**src/rtl/nios_led_ctrl_if.sv**
```systemverilog
// Avalon-MM s1 slave bus for the LED controller: word address, select, write strobe, data.
// Purely combinational wiring; the slave answers reads in the same cycle.
// No wait states, so there is no waitrequest or other backpressure signal.
interface nios_led_ctrl_if;
  logic [2:0]  address;
  logic        chipselect;
  logic        write_n;
  logic [31:0] writedata;
  logic [31:0] readdata;

  modport master (
    output address,
    output chipselect,
    output write_n,
    output writedata,
    input  readdata
  );

  modport slave (
    input  address,
    input  chipselect,
    input  write_n,
    input  writedata,
    output readdata
  );
endinterface

```
**src/rtl/nios_led_ctrl.sv**
```systemverilog
// LED output PIO with atomic set/clear/toggle, per-channel blink and global PWM brightness.
// Register writes commit at the write edge; out_port follows register state one cycle later.
// Never stalls the bus: writes are accepted every cycle and reads are combinational.
module nios_led_ctrl #(
  parameter int unsigned      WIDTH      = 8,
  parameter int unsigned      PRESC_W    = 24,
  parameter int unsigned      PWM_W      = 8,
  parameter logic [WIDTH-1:0] RESET_DATA = '0
) (
  input  logic             clk,
  input  logic             reset,
  nios_led_ctrl_if.slave   s1,
  output logic [WIDTH-1:0] out_port
);

  localparam logic [2:0] A_DATA   = 3'd0;
  localparam logic [2:0] A_SET    = 3'd1;
  localparam logic [2:0] A_CLR    = 3'd2;
  localparam logic [2:0] A_TOGGLE = 3'd3;
  localparam logic [2:0] A_MODE   = 3'd4;
  localparam logic [2:0] A_PRESC  = 3'd5;
  localparam logic [2:0] A_BRIGHT = 3'd6;
  localparam logic [2:0] A_STATUS = 3'd7;

  logic [WIDTH-1:0]   r_data;
  logic [WIDTH-1:0]   r_mode;
  logic [PRESC_W-1:0] r_presc;
  logic [PWM_W-1:0]   r_bright;
  logic [PRESC_W-1:0] r_presc_cnt;
  logic               r_phase;
  logic [PWM_W-1:0]   r_pwm_cnt;

  logic               w_wr;
  logic [WIDTH-1:0]   w_wd;
  logic               w_presc_wr;
  logic               w_pwm_on;
  logic [WIDTH-1:0]   w_led;
  logic               w_unused;

  assign w_wr       = s1.chipselect & ~s1.write_n;
  assign w_wd       = s1.writedata[WIDTH-1:0];
  assign w_presc_wr = w_wr && (s1.address == A_PRESC);
  // Upper writedata bits are deliberately ignored for narrow fields.
  assign w_unused   = &{1'b0, s1.writedata};

  // Software-visible registers; the atomic ops read-modify-write DATA in one edge.
  always_ff @(posedge clk or posedge reset) begin
    if (reset) begin
      r_data   <= RESET_DATA;
      r_mode   <= '0;
      r_presc  <= '0;
      r_bright <= '1;
    end else if (w_wr) begin
      case (s1.address)
        A_DATA:   r_data   <= w_wd;
        A_SET:    r_data   <= r_data | w_wd;
        A_CLR:    r_data   <= r_data & ~w_wd;
        A_TOGGLE: r_data   <= r_data ^ w_wd;
        A_MODE:   r_mode   <= w_wd;
        A_PRESC:  r_presc  <= s1.writedata[PRESC_W-1:0];
        A_BRIGHT: r_bright <= s1.writedata[PWM_W-1:0];
        default:  ;
      endcase
    end
  end

  // Blink prescaler: phase flips after PRESCALE+1 cycles; a PRESCALE write restarts the count.
  always_ff @(posedge clk or posedge reset) begin
    if (reset) begin
      r_presc_cnt <= '0;
      r_phase     <= 1'b1;
    end else if (w_presc_wr) begin
      r_presc_cnt <= '0;
    end else if (r_presc_cnt == r_presc) begin
      r_presc_cnt <= '0;
      r_phase     <= ~r_phase;
    end else begin
      r_presc_cnt <= r_presc_cnt + 1'b1;
    end
  end

  // Free-running PWM counter, wraps naturally at 2^PWM_W.
  always_ff @(posedge clk or posedge reset) begin
    if (reset) r_pwm_cnt <= '0;
    else       r_pwm_cnt <= r_pwm_cnt + 1'b1;
  end

  // All-ones brightness forces fully on so the duty can reach 100%.
  assign w_pwm_on = (r_pwm_cnt < r_bright) || (r_bright == '1);
  assign w_led    = r_data & (~r_mode | {WIDTH{r_phase}}) & {WIDTH{w_pwm_on}};

  // Registered pin drive built from pre-edge register and counter state.
  always_ff @(posedge clk or posedge reset) begin
    if (reset) out_port <= '0;
    else       out_port <= w_led;
  end

  // Read mux, zero-extended; write-only registers read back as zero.
  always_comb begin
    s1.readdata = '0;
    case (s1.address)
      A_DATA:   s1.readdata = 32'(r_data);
      A_MODE:   s1.readdata = 32'(r_mode);
      A_PRESC:  s1.readdata = 32'(r_presc);
      A_BRIGHT: s1.readdata = 32'(r_bright);
      A_STATUS: s1.readdata = 32'(out_port);
      default:  s1.readdata = '0;
    endcase
  end

endmodule
```
**src/flat_wrapper.sv**
```systemverilog
// flat-port wrapper written by rule: the top's interface ports become plain ports
module nios_led_ctrl_flat 
#(
  parameter int unsigned      WIDTH      = 8,
  parameter int unsigned      PRESC_W    = 24,
  parameter int unsigned      PWM_W      = 8,
  parameter logic [WIDTH-1:0] RESET_DATA = '0
)
  (clk, reset, out_port, s1_address, s1_chipselect, s1_write_n, s1_writedata, s1_readdata);
  nios_led_ctrl_if s1_i ();
  input  logic clk;
  input  logic reset;
  output logic [WIDTH-1:0] out_port;
  input wire logic [$bits(s1_i.address)-1:0] s1_address;
  input wire logic [$bits(s1_i.chipselect)-1:0] s1_chipselect;
  input wire logic [$bits(s1_i.write_n)-1:0] s1_write_n;
  input wire logic [$bits(s1_i.writedata)-1:0] s1_writedata;
  output wire logic [$bits(s1_i.readdata)-1:0] s1_readdata;
  assign s1_i.address = s1_address;
  assign s1_i.chipselect = s1_chipselect;
  assign s1_i.write_n = s1_write_n;
  assign s1_i.writedata = s1_writedata;
  assign s1_readdata = s1_i.readdata;
  nios_led_ctrl #(.WIDTH(WIDTH), .PRESC_W(PRESC_W), .PWM_W(PWM_W), .RESET_DATA(RESET_DATA)) u_core (.clk(clk), .reset(reset), .s1(s1_i), .out_port(out_port));
endmodule
```
**config.mk**
```make
export PLATFORM = sky130hd
export DESIGN_NAME = nios_led_ctrl_flat
export DESIGN_NICKNAME = d
export VERILOG_FILES = /design/src/rtl/nios_led_ctrl_if.sv /design/src/rtl/nios_led_ctrl.sv /design/src/flat_wrapper.sv
export SDC_FILE = /design/constraint.sdc
export NUM_CORES = 1
export LEC_CHECK = 0
export BUFFER_PORTS_ARGS = -buffer_cell sky130_fd_sc_hd__buf_2
export CAP_MARGIN = 10
export CORE_AREA = 2 2 124 138
export CTS_BUF_LIST = sky130_fd_sc_hd__clkbuf_16
export DETAILED_ROUTE_END_ITERATION = 7
export DIE_AREA = 0 0 126 140
export GPL_ROUTABILITY_DRIVEN = 0
export GPL_TIMING_DRIVEN = 1
export PLACE_DENSITY = 0.62
export REMOVE_ABC_BUFFERS = 1
export SLEW_MARGIN = 25
export SYNTH_ARGS = -nofsm -noshare
export SYNTH_HDL_FRONTEND = slang
export SYNTH_SLANG_ARGS = --single-unit
```
**constraint.sdc**
```tcl
create_clock -name clk -period 3 [get_ports clk]
set_input_delay 0.3 -clock clk [delete_from_list [all_inputs] [get_ports clk]]
set_output_delay 0.3 -clock clk [all_outputs]
set_load 0.02 [all_outputs]
```
==> flow_summary_export.csv <==
group,metric,value,unit
timing,slew_viol_final,0,
critical_path,crit_chain,"inv_1 -> ha_1 -> a21oi_1 -> nor2b_1 -> a2111o_1 -> a221oi_1",
grt,grt_pass1_wl,20.9,mm
critical_path,cp_data_arrival_time,2410,ps
critical_path,critical_path.top_delay_family,"compound AO/OA/AOI/OAI gates",
timing,fin_crit_sh,72.9,%
critical_path,critPathBufInv,1,
clocking,postCtsSetupRepairBufs,0,
finish,final_net_count,629,
clocking,cts.sinks,89,
clocking,cts_tree,"done",
grt,grt_pass1_vias,4020,
power_and_ir_drop,power.density,626,nW/um2
critical_path,path_class,"flip-flop to flip-flop",
floorplan,fp.dieArea,17600,um2
critical_path,critPathMaxStageDelay,580,ps
logic_synthesis,ys_warn_count,0,
logic_synthesis,avgSynthCellArea,10.2,um2
critical_path,critPathLaunchType,"flip-flop",
timing,setup_viol,0,
timing,tightest_slew,836,ps
logic_synthesis,synth-simple-area-share,15.1,%
route,ant_nets,0,
power_and_ir_drop,p_leak,0.00287,uW
clocking,cts_resized,0,
clocking,htreeDepth,3,
finish,final_core_util,36.2,%
floorplan,dieWidth,126,um
logic_synthesis,synth_compound_area_share,8.85,%
grt,gr-total-overflow,0,
finish,layout-drive-gt1-share,22.6,%
logic_synthesis,synth_seq_area_share,43.5,%
route,avgRoutedWirePerCell,16.4,um
logic_synthesis,synth_fa_ha_area_share,6.08,%
power_and_ir_drop,total_power,3670,uW
floorplan,start_util,31.8,%
logic_synthesis,netlist_instances,506,
route,drt_wl_total,12.7,mm
timing,post-route-min-period,2190,ps
grt,grt_max_degree,50,
power_and_ir_drop,irDropWorstVdd,0.000279,V
logic_synthesis,synth_top_family_by_area,"simple AND/OR/NAND/NOR gates",
status,status,"finished clean",
logic_synthesis,ys_seq_elements,89,
route,dr.pass1.iters,4,
clocking,clockRootBuffer,"clkbuf_16",
clocking,cts_hold_buf,0,
clocking,cts_buffers,9,
logic_synthesis,ys.flop_type,"dfrtp_1",
floorplan,die_h,140,um
finish,syn_to_final_growth,14.1,%
timing,setup_tns,0,ps
route,routed_via_density,4.96,
timing,maxSlewHeadroom,44.2,%
critical_path,path_max_fanout,8,
clocking,clk_latency,330,ps
grt,grt_util_all_layers,14.9,%
grt,antenna_found_initial,0,
logic_synthesis,synth-xor-area-share,9.02,%
critical_path,reg2reg_slack,810,ps
route,dr.first_iter.drc_count,241,
clocking,clockBufferDepth,2,
critical_path,worstSetupEndpointType,"flip-flop",
route,vias,3842,
timing,rsz0062_at_grt,"false",
clocking,clk_pin_slew,60,ps
timing,hold_viol_final,0,
critical_path,slowest_stage,"dfstp_2",
timing,whs,58.5,ps
floorplan,num_rows,49,
finish,diodes,0,
logic_synthesis,synthMuxAreaShare,11.0,%
logic_synthesis,synthArstFlopShare,100,%
worst_hold_path,hold_path.class,"input pin to asynchronous set/reset pin",
timing,skew,5.70,ps
placed_design,dp_hpwl,9.27,mm
logic_synthesis,synth_enable_flop_cells,0,
logic_synthesis,yosys.cell_types.count,39,
floorplan,num_io_pins,79,
floorplan,coreArea,16200,um2
critical_path,required,3220,ps
flow_run,maxCapViolCount,0,
logic_synthesis,syn_area,5140,um2
route,drc,0,
placed_design,port_buffers,62,
timing,max_freq,457,MHz
-- power breakdown --
part           internal, uW  switching (uW)  total, uW  leakage, uW
Combinational           422             540        962      0.00163
Sequential             1460             252       1710      0.00111
Clock                   545             454        999     0.000136
Total                  2430            1250       3670      0.00287
-- registers in the layout, summed over array words and instances, names as in the netlist --
signal,flops
u_core.r_presc,24
u_core.r_bright,8
u_core.out_port,8
u_core.r_phase,1
u_core.r_presc_cnt,24
u_core.r_mode,8
u_core.r_data,8
u_core.r_pwm_cnt,8
-- cells in the mapped netlist, drive strengths merged, types with 2 or more instances --
cell type  number  share of area [%]
dfstp           9                4.6
nor4            8                1.3
and2           19                2.4
xnor2          11                1.9
o22ai           8               0.97
a22oi           8                1.2
nor2           44                3.4
mux2           32                8.5
nand2b          4               0.49
nand3          18                1.8
nor2b           3               0.51
a21oi          15                1.5
buf            22                3.3
xor2           42                7.2
inv            33                2.4
mux2i          13                2.5
dfrtp          80                 39
ha             25                6.1
clkbuf          7               0.51
and3            5               0.61
a221oi          8                1.4
and4            2               0.34
nand4          11                1.3
nor3            3               0.29
o21ai          34                3.3
nand2          37                2.7
-- cell usage in the layout (no fill, tap or decap), drive strengths merged, types with 2 or more instances in the layout --
cell / count
a21oi: 15
a221oi: 8
a22oi: 8
and2: 19
and3: 5
and4: 2
buf: 70
clkbuf: 9
clkinv: 7
conb: 8
dfrtp: 80
dfstp: 9
ha: 25
inv: 34
mux2: 32
mux2i: 13
nand2: 37
nand2b: 4
nand3: 18
nand4: 11
nor2: 44
nor2b: 3
nor3: 3
nor4: 8
o21ai: 34
o22ai: 8
xnor2: 11
xor2: 42
-- layout make-up --
type	instances	area [um2]
multi-input combinational	361	2610
inverter	34	129
clock inverter	7	30.0
sequential	89	2240
clock buffer	9	225
fill	1635	10300
timing repair buffer	70	383
tap	204	255
-- metrics by stage --
stage	instances	setup slack [ps]	area [um2]
global route	774	681	5870
CTS	774	801	5870
detailed placement	758	816	5610
global placement	758	835	5610
floorplan	484	408	4970
finish	774	814	5870
-- worst paths after layout --
path,startpoint,to,cells past startpoint
max in group asynchronous,reset,u_core.r_bright[6],3
setup / recovery,u_core.r_bright[6],u_core.out_port[6],6
hold reg to reg,u_core.r_mode[7],u_core.out_port[7],1
hold / removal,reset,u_core.r_presc[9],2
setup reg to reg,u_core.r_bright[6],u_core.out_port[6],6
min in group clk,s1_writedata[16],u_core.r_presc[16],2
-- metal layers --
metal	routed length, um	vias to the layer above	GRT usage (%)	share of wire [%]
li1	-	1827	-	-
met1	5320	1885	18.2	42
met2	6480	109	25.5	51
met3	636	21	3.97	5.0
met4	238	0	4.80	1.9
met5	0	-	0	0
-- cell families after synthesis --
group	Yosys count
buffers and inverters	63
other	1
muxes	45
DFF	89
AOI/OAI and AO/OA	75
adders and majority gates	25
and+or+nand+nor	155
xor gates and xnor gates	53
(Power assumes the default switching activity.)
